===== config.mk =====
export PLATFORM = sky130hd
export DESIGN_NAME = multicycle_control
export DESIGN_NICKNAME = d
export VERILOG_FILES = /design/src/rtl/riscv_ctrl_pkg.sv /design/src/rtl/opcode_classify.sv /design/src/rtl/multicycle_control.sv
export SDC_FILE = /design/constraint.sdc
export NUM_CORES = 1
export LEC_CHECK = 0
export CORE_ASPECT_RATIO = 1.5
export CORE_MARGIN = 2
export CORE_UTILIZATION = 33
export CTS_CLUSTER_DIAMETER = 60
export DETAILED_ROUTE_END_ITERATION = 7
export PLACE_DENSITY = 0.9
export SETUP_SLACK_MARGIN = 0.3
export SKIP_CTS_REPAIR_TIMING = 1
export SLEW_MARGIN = 10
export SYNTH_ARGS = -nofsm -noshare
export SYNTH_HDL_FRONTEND = slang
export SYNTH_HIERARCHICAL = 1
export SYNTH_SLANG_ARGS = --single-unit

===== constraint.sdc =====
create_clock -name clk -period 2.1 [get_ports clk]
set_clock_uncertainty 0.2 [all_clocks]
set_input_delay 0.42 -clock clk [delete_from_list [all_inputs] [get_ports clk]]
set_output_delay 0.42 -clock clk [all_outputs]
set_load 0.005 [all_outputs]

===== src/rtl/riscv_ctrl_pkg.sv =====
// riscv_ctrl_pkg: shared sequencer states, opcodes and datapath select encodings
package riscv_ctrl_pkg;
   typedef enum logic [3:0] {
      S_FETCH, S_DECODE, S_MEM_ADR, S_MEM_RD, S_MEM_WB, S_MEM_WR,
      S_EXEC_R, S_EXEC_I, S_ALU_WB, S_BEQ, S_JAL, S_TRAP
   } state_t;
   localparam logic [6:0] OP_LOAD   = 7'b0000011;
   localparam logic [6:0] OP_STORE  = 7'b0100011;
   localparam logic [6:0] OP_R      = 7'b0110011;
   localparam logic [6:0] OP_I      = 7'b0010011;
   localparam logic [6:0] OP_BRANCH = 7'b1100011;
   localparam logic [6:0] OP_JAL    = 7'b1101111;
   localparam logic [2:0] F3_ZERO   = 3'b000;
   localparam logic [1:0] ALU_ADD   = 2'b00;
   localparam logic [1:0] ALU_SUB   = 2'b01;
   localparam logic [1:0] ALU_FUNCT = 2'b10;
   localparam logic [1:0] SRC_A_PC     = 2'b00;
   localparam logic [1:0] SRC_A_OLD_PC = 2'b01;
   localparam logic [1:0] SRC_A_RS1    = 2'b10;
   localparam logic [1:0] SRC_B_RS2  = 2'b00;
   localparam logic [1:0] SRC_B_IMM  = 2'b01;
   localparam logic [1:0] SRC_B_FOUR = 2'b10;
   localparam logic [1:0] RES_ALU_OUT    = 2'b00;
   localparam logic [1:0] RES_MEM_DATA   = 2'b01;
   localparam logic [1:0] RES_ALU_RESULT = 2'b10;
endpackage


===== src/rtl/opcode_classify.sv =====
// opcode_classify: maps opcode/funct3 to the state that follows DECODE
module opcode_classify
   import riscv_ctrl_pkg::*;
(
   input  logic [6:0] opcode,
   input  logic [2:0] funct3,
   output state_t     next,
   output logic       illegal
);
   assign illegal = !(opcode inside {OP_LOAD, OP_STORE, OP_R, OP_I, OP_JAL} ||
                      (opcode == OP_BRANCH && funct3 == F3_ZERO));
   assign next = (opcode == OP_LOAD || opcode == OP_STORE) ? S_MEM_ADR :
                 opcode == OP_R   ? S_EXEC_R :
                 opcode == OP_I   ? S_EXEC_I :
                 opcode == OP_JAL ? S_JAL    : S_BEQ;
endmodule


===== src/rtl/multicycle_control.sv =====
// multicycle_control: multicycle RV32I sequencer driving datapath selects and strobes
module multicycle_control
   import riscv_ctrl_pkg::*;
(
   input  logic        clk,
   input  logic        rst_n,
   input  logic [31:0] instruction,
   input  logic        zero,
   input  logic        mem_ready,
   output logic        pc_write,
   output logic        ir_write,
   output logic        adr_src,
   output logic        mem_read,
   output logic        mem_write,
   output logic        reg_write,
   output logic [1:0]  alu_src_a,
   output logic [1:0]  alu_src_b,
   output logic [1:0]  alu_op,
   output logic [1:0]  result_src,
   output logic        illegal_instr,
   output logic        instr_done
);
   state_t state, next, dec_next;
   logic   dec_illegal, unused_bits;
   assign unused_bits = ^{instruction[31:15], instruction[11:7]};
   opcode_classify u_classify (
      .opcode (instruction[6:0]),
      .funct3 (instruction[14:12]),
      .next   (dec_next),
      .illegal(dec_illegal)
   );
   always_ff @(posedge clk or negedge rst_n)
      if (!rst_n) state <= S_FETCH;
      else        state <= next;
   // Outputs stay at 0 for the whole time rst_n is low, not just after the edge.
   always_comb begin
      next          = state;
      pc_write      = 1'b0;
      ir_write      = 1'b0;
      adr_src       = 1'b0;
      mem_read      = 1'b0;
      mem_write     = 1'b0;
      reg_write     = 1'b0;
      alu_src_a     = SRC_A_PC;
      alu_src_b     = SRC_B_RS2;
      alu_op        = ALU_ADD;
      result_src    = RES_ALU_OUT;
      illegal_instr = 1'b0;
      instr_done    = 1'b0;
      if (rst_n)
         case (state)
            S_FETCH: begin
               mem_read   = 1'b1;
               alu_src_b  = SRC_B_FOUR;
               result_src = RES_ALU_RESULT;
               ir_write   = mem_ready;
               pc_write   = mem_ready;
               next       = mem_ready ? S_DECODE : S_FETCH;
            end
            S_DECODE: begin
               alu_src_a = SRC_A_OLD_PC;
               alu_src_b = SRC_B_IMM;
               next      = dec_illegal ? S_TRAP : dec_next;
            end
            S_MEM_ADR: begin
               alu_src_a = SRC_A_RS1;
               alu_src_b = SRC_B_IMM;
               next      = instruction[6:0] == OP_STORE ? S_MEM_WR : S_MEM_RD;
            end
            S_MEM_RD: begin
               mem_read = 1'b1;
               adr_src  = 1'b1;
               next     = mem_ready ? S_MEM_WB : S_MEM_RD;
            end
            S_MEM_WB: begin
               reg_write  = 1'b1;
               result_src = RES_MEM_DATA;
               instr_done = 1'b1;
               next       = S_FETCH;
            end
            S_MEM_WR: begin
               mem_write  = 1'b1;
               adr_src    = 1'b1;
               instr_done = mem_ready;
               next       = mem_ready ? S_FETCH : S_MEM_WR;
            end
            S_EXEC_R: begin
               alu_src_a = SRC_A_RS1;
               alu_op    = ALU_FUNCT;
               next      = S_ALU_WB;
            end
            // addi must stay ADD even when imm[10] looks like funct7[5]
            S_EXEC_I: begin
               alu_src_a = SRC_A_RS1;
               alu_src_b = SRC_B_IMM;
               alu_op    = instruction[14:12] == F3_ZERO ? ALU_ADD : ALU_FUNCT;
               next      = S_ALU_WB;
            end
            S_ALU_WB: begin
               reg_write  = 1'b1;
               instr_done = 1'b1;
               next       = S_FETCH;
            end
            S_BEQ: begin
               alu_src_a  = SRC_A_RS1;
               alu_op     = ALU_SUB;
               pc_write   = zero;
               instr_done = 1'b1;
               next       = S_FETCH;
            end
            S_JAL: begin
               alu_src_a = SRC_A_OLD_PC;
               alu_src_b = SRC_B_FOUR;
               pc_write  = 1'b1;
               next      = S_ALU_WB;
            end
            S_TRAP: begin
               illegal_instr = 1'b1;
               instr_done    = 1'b1;
               next          = S_FETCH;
            end
            default: next = S_FETCH;
         endcase
   end
endmodule


==> impl_metrics.yaml <==
status:
  status: "finished, violations left"
  violations: "negative setup slack"
timing:
  rsz0062_at_grt: "yes"
  fin_crit_ps: 2140
  min_period_over_period_pct: 102
  max_slew_margin_pct: 77.5
  tightest_slew_ps: 333
  drv_slew: 0
  setup_ws_ps: -43.0
  hold_viol: 0
  finalSetupViolations: 3
  max_clock_freq_mhz: 467
worst_setup_path:
  crit_chain: "buf_6 > buf_8 > buf_4 > nor2_4 > nand2_2 > a21oi_2 > buf_2"
  cp-end-kind: "output port"
  crit_family: "buffers and inverters"
  cp.arrival_ps: 1520
  critical_path_class: "reg2out"
  critPathMaxStageDelay_ps: 410
  crit_buf_inv: 4
  critical_path_peak_fanout: 5
  start_kind: "flip-flop"
  crit_path_top_delay_cell: "dfrtp_1"
  worst_ep_required_time_ps: 1480
drt:
  drcViolationCount: 0
  ant_nets: 0
  vias_per_cell: 5.83
  wl_per_cell_um: 18.5
  wirelength_mm: 3.60
  first_pass_iters: 4
  num_vias: 1131
  drt_iter0_markers: 27
cells_and_area:
  fin_area_um2: 1520
  reg_top3: "state: 4 flops"
  antenna_cells: 0
  largest_reg_flops: 4
  final_nets: 210
  final_common_cell: "buf_4"
  regMostFlops: "state"
  syn_to_final_growth_pct: 126
  fill_cells: 128
  drive_gt1_share_pct: 59.9
  final_cell_mix: "buf_4, buf_2, nor2_1"
synthesis:
  synth_cells: 99
  async_flop_share_pct: 100
  synthesis.nets: 135
  synth_area_um2: 672
  seq_area_frac_synth_pct: 14.9
  ys_types: 45
  avgSynthCellArea_um2: 6.79
  yosys_most_used_dff: "dfrtp_1"
  ys_seq_elements: 4
  ys_warn_count: 6
  synth_edf_count: 0
flow_run:
  max_cap_viol_count: 0
cts:
  clk_pin_slew_ps: 40
  clk_path_buf_depth: 2
  cts-root-buf: "clkbuf_4"
  clkSinkCount: 4
  cts_max_level: 1
  cts_buffers: 3
  clock_latency_ps: 250
  cts_tree: "yes"
placement:
  hpwl_mm: 2.04
  port-buffer-count: 29
  gp_congestion: 0.947
  post-place-ws_ps: -499
  postPlaceCellArea_um2: 1200
floorplan:
  coreArea_um2: 1980
  die_h_um: 59.3
  rows: 20
  fp.dieW_um: 40.8
  die-area_um2: 2420
  initial_utilization_pct: 34.0
  io_pins: 52
power_and_ir_drop:
  p_leak_nw: 0.791
  peakVddDrop_uv: 639
  power.density_nw_per_um2: 1160
global_route:
  grt_pass1_vias: 1029
  grt.overflow.total: 0
  grt_use_total_pct: 24.9
  grt_start_max_net_pins: 13
  grt_pass1_wl_mm: 4.24
  antenna_found_initial: 0
hold_path:
  min_path_type: "in2async"
[logic make-up (layout without fill, tap and decap cells)]
kind of cell | after synthesis | count (layout) | share of synthesized area, %
xor gates and xnor gates | 2 | 2 | 2.61
muxes | 1 | 1 | 1.49
DFF | 4 | 4 | 14.9
and+or+nand+nor | 57 | 57 | 45.8
buffers and inverters | 11 | 84 | 8.01
AOI/OAI and AO/OA | 24 | 24 | 27.2
[report_power, final]
group          internal [mW]  switching [mW]  total [mW]
clock network         0.0645          0.0403       0.105
logic                  0.809           0.683        1.49
registers              0.115          0.0453       0.160
[Yosys cell counts (all sizes together), types with 2 or more instances]
| library cell | instances | area (um^2) |
|---|---|---|
| a21oi | 4 | 20.0 |
| a31oi | 2 | 12.5 |
| and3 | 2 | 12.5 |
| buf | 4 | 27.5 |
| clkbuf | 3 | 11.3 |
| dfrtp | 4 | 100 |
| inv | 4 | 15.0 |
| nand2 | 9 | 33.8 |
| nand2b | 7 | 43.8 |
| nand3 | 2 | 10.0 |
| nand3b | 2 | 15.0 |
| nor2 | 16 | 60.1 |
| nor2b | 4 | 25.0 |
| nor3 | 6 | 35.0 |
| nor3b | 3 | 22.5 |
| nor4 | 2 | 12.5 |
| o21ai | 2 | 13.8 |
| o22ai | 2 | 12.5 |
| or3 | 2 | 17.5 |
[worst paths after layout]
| kind | start | end | slack (ps) | cells past startpoint |
|---|---|---|---|---|
| max | state[3] | adr_src | -40 | 7 |
| min | rst_n | state[0] | 200 | 4 |
| max reg2reg | state[3] | state[0] | 310 | 7 |
| min reg2reg | state[1] | state[1] | 380 | 1 |
| max in group asynchronous | rst_n | state[2] | 1390 | 4 |
| min in group clk | state[1] | state[1] | 380 | 1 |
[routing by layer]
metal  track usage [%]  share of wire (%)  vias to the layer above
met2              45.3                 52                       57
met5                 0                  0                        -
li1                  -                  -                      506
met3              4.14                4.9                       20
met4              13.3                6.4                        0
met1              24.3                 36                      548
[tightest hold or removal path: cells and delay by family]
family   cells  cell delay, ps
buf+inv      4             550
[metrics by stage]
stage               hold WS (ps)  power, mW  cells  setup TNS [ps]  utilization, %
floorplan                  -75.6      0.635     99               0               -
global route                 212       1.83    194            -378            77.0
finish                       196       1.76    194            -119            77.0
global placement             454       1.11    176           -6710            60.6
CTS                          458       1.25    179           -6630            61.8
detailed placement           461       1.14    176           -7350            60.6
[area by class of cell]
type | count | area [um^2] | share of cell area (%)
clock buffers | 3 | 22.5 | 1.48
well taps | 22 | 27.5 | 1.81
flip-flops and latches | 4 | 104 | 6.83
inverters | 4 | 15.0 | 0.987
repair buffers | 77 | 664 | 43.7
multi-input cells | 84 | 688 | 45.2
Note: power is estimated with default switching activity, not from simulation.
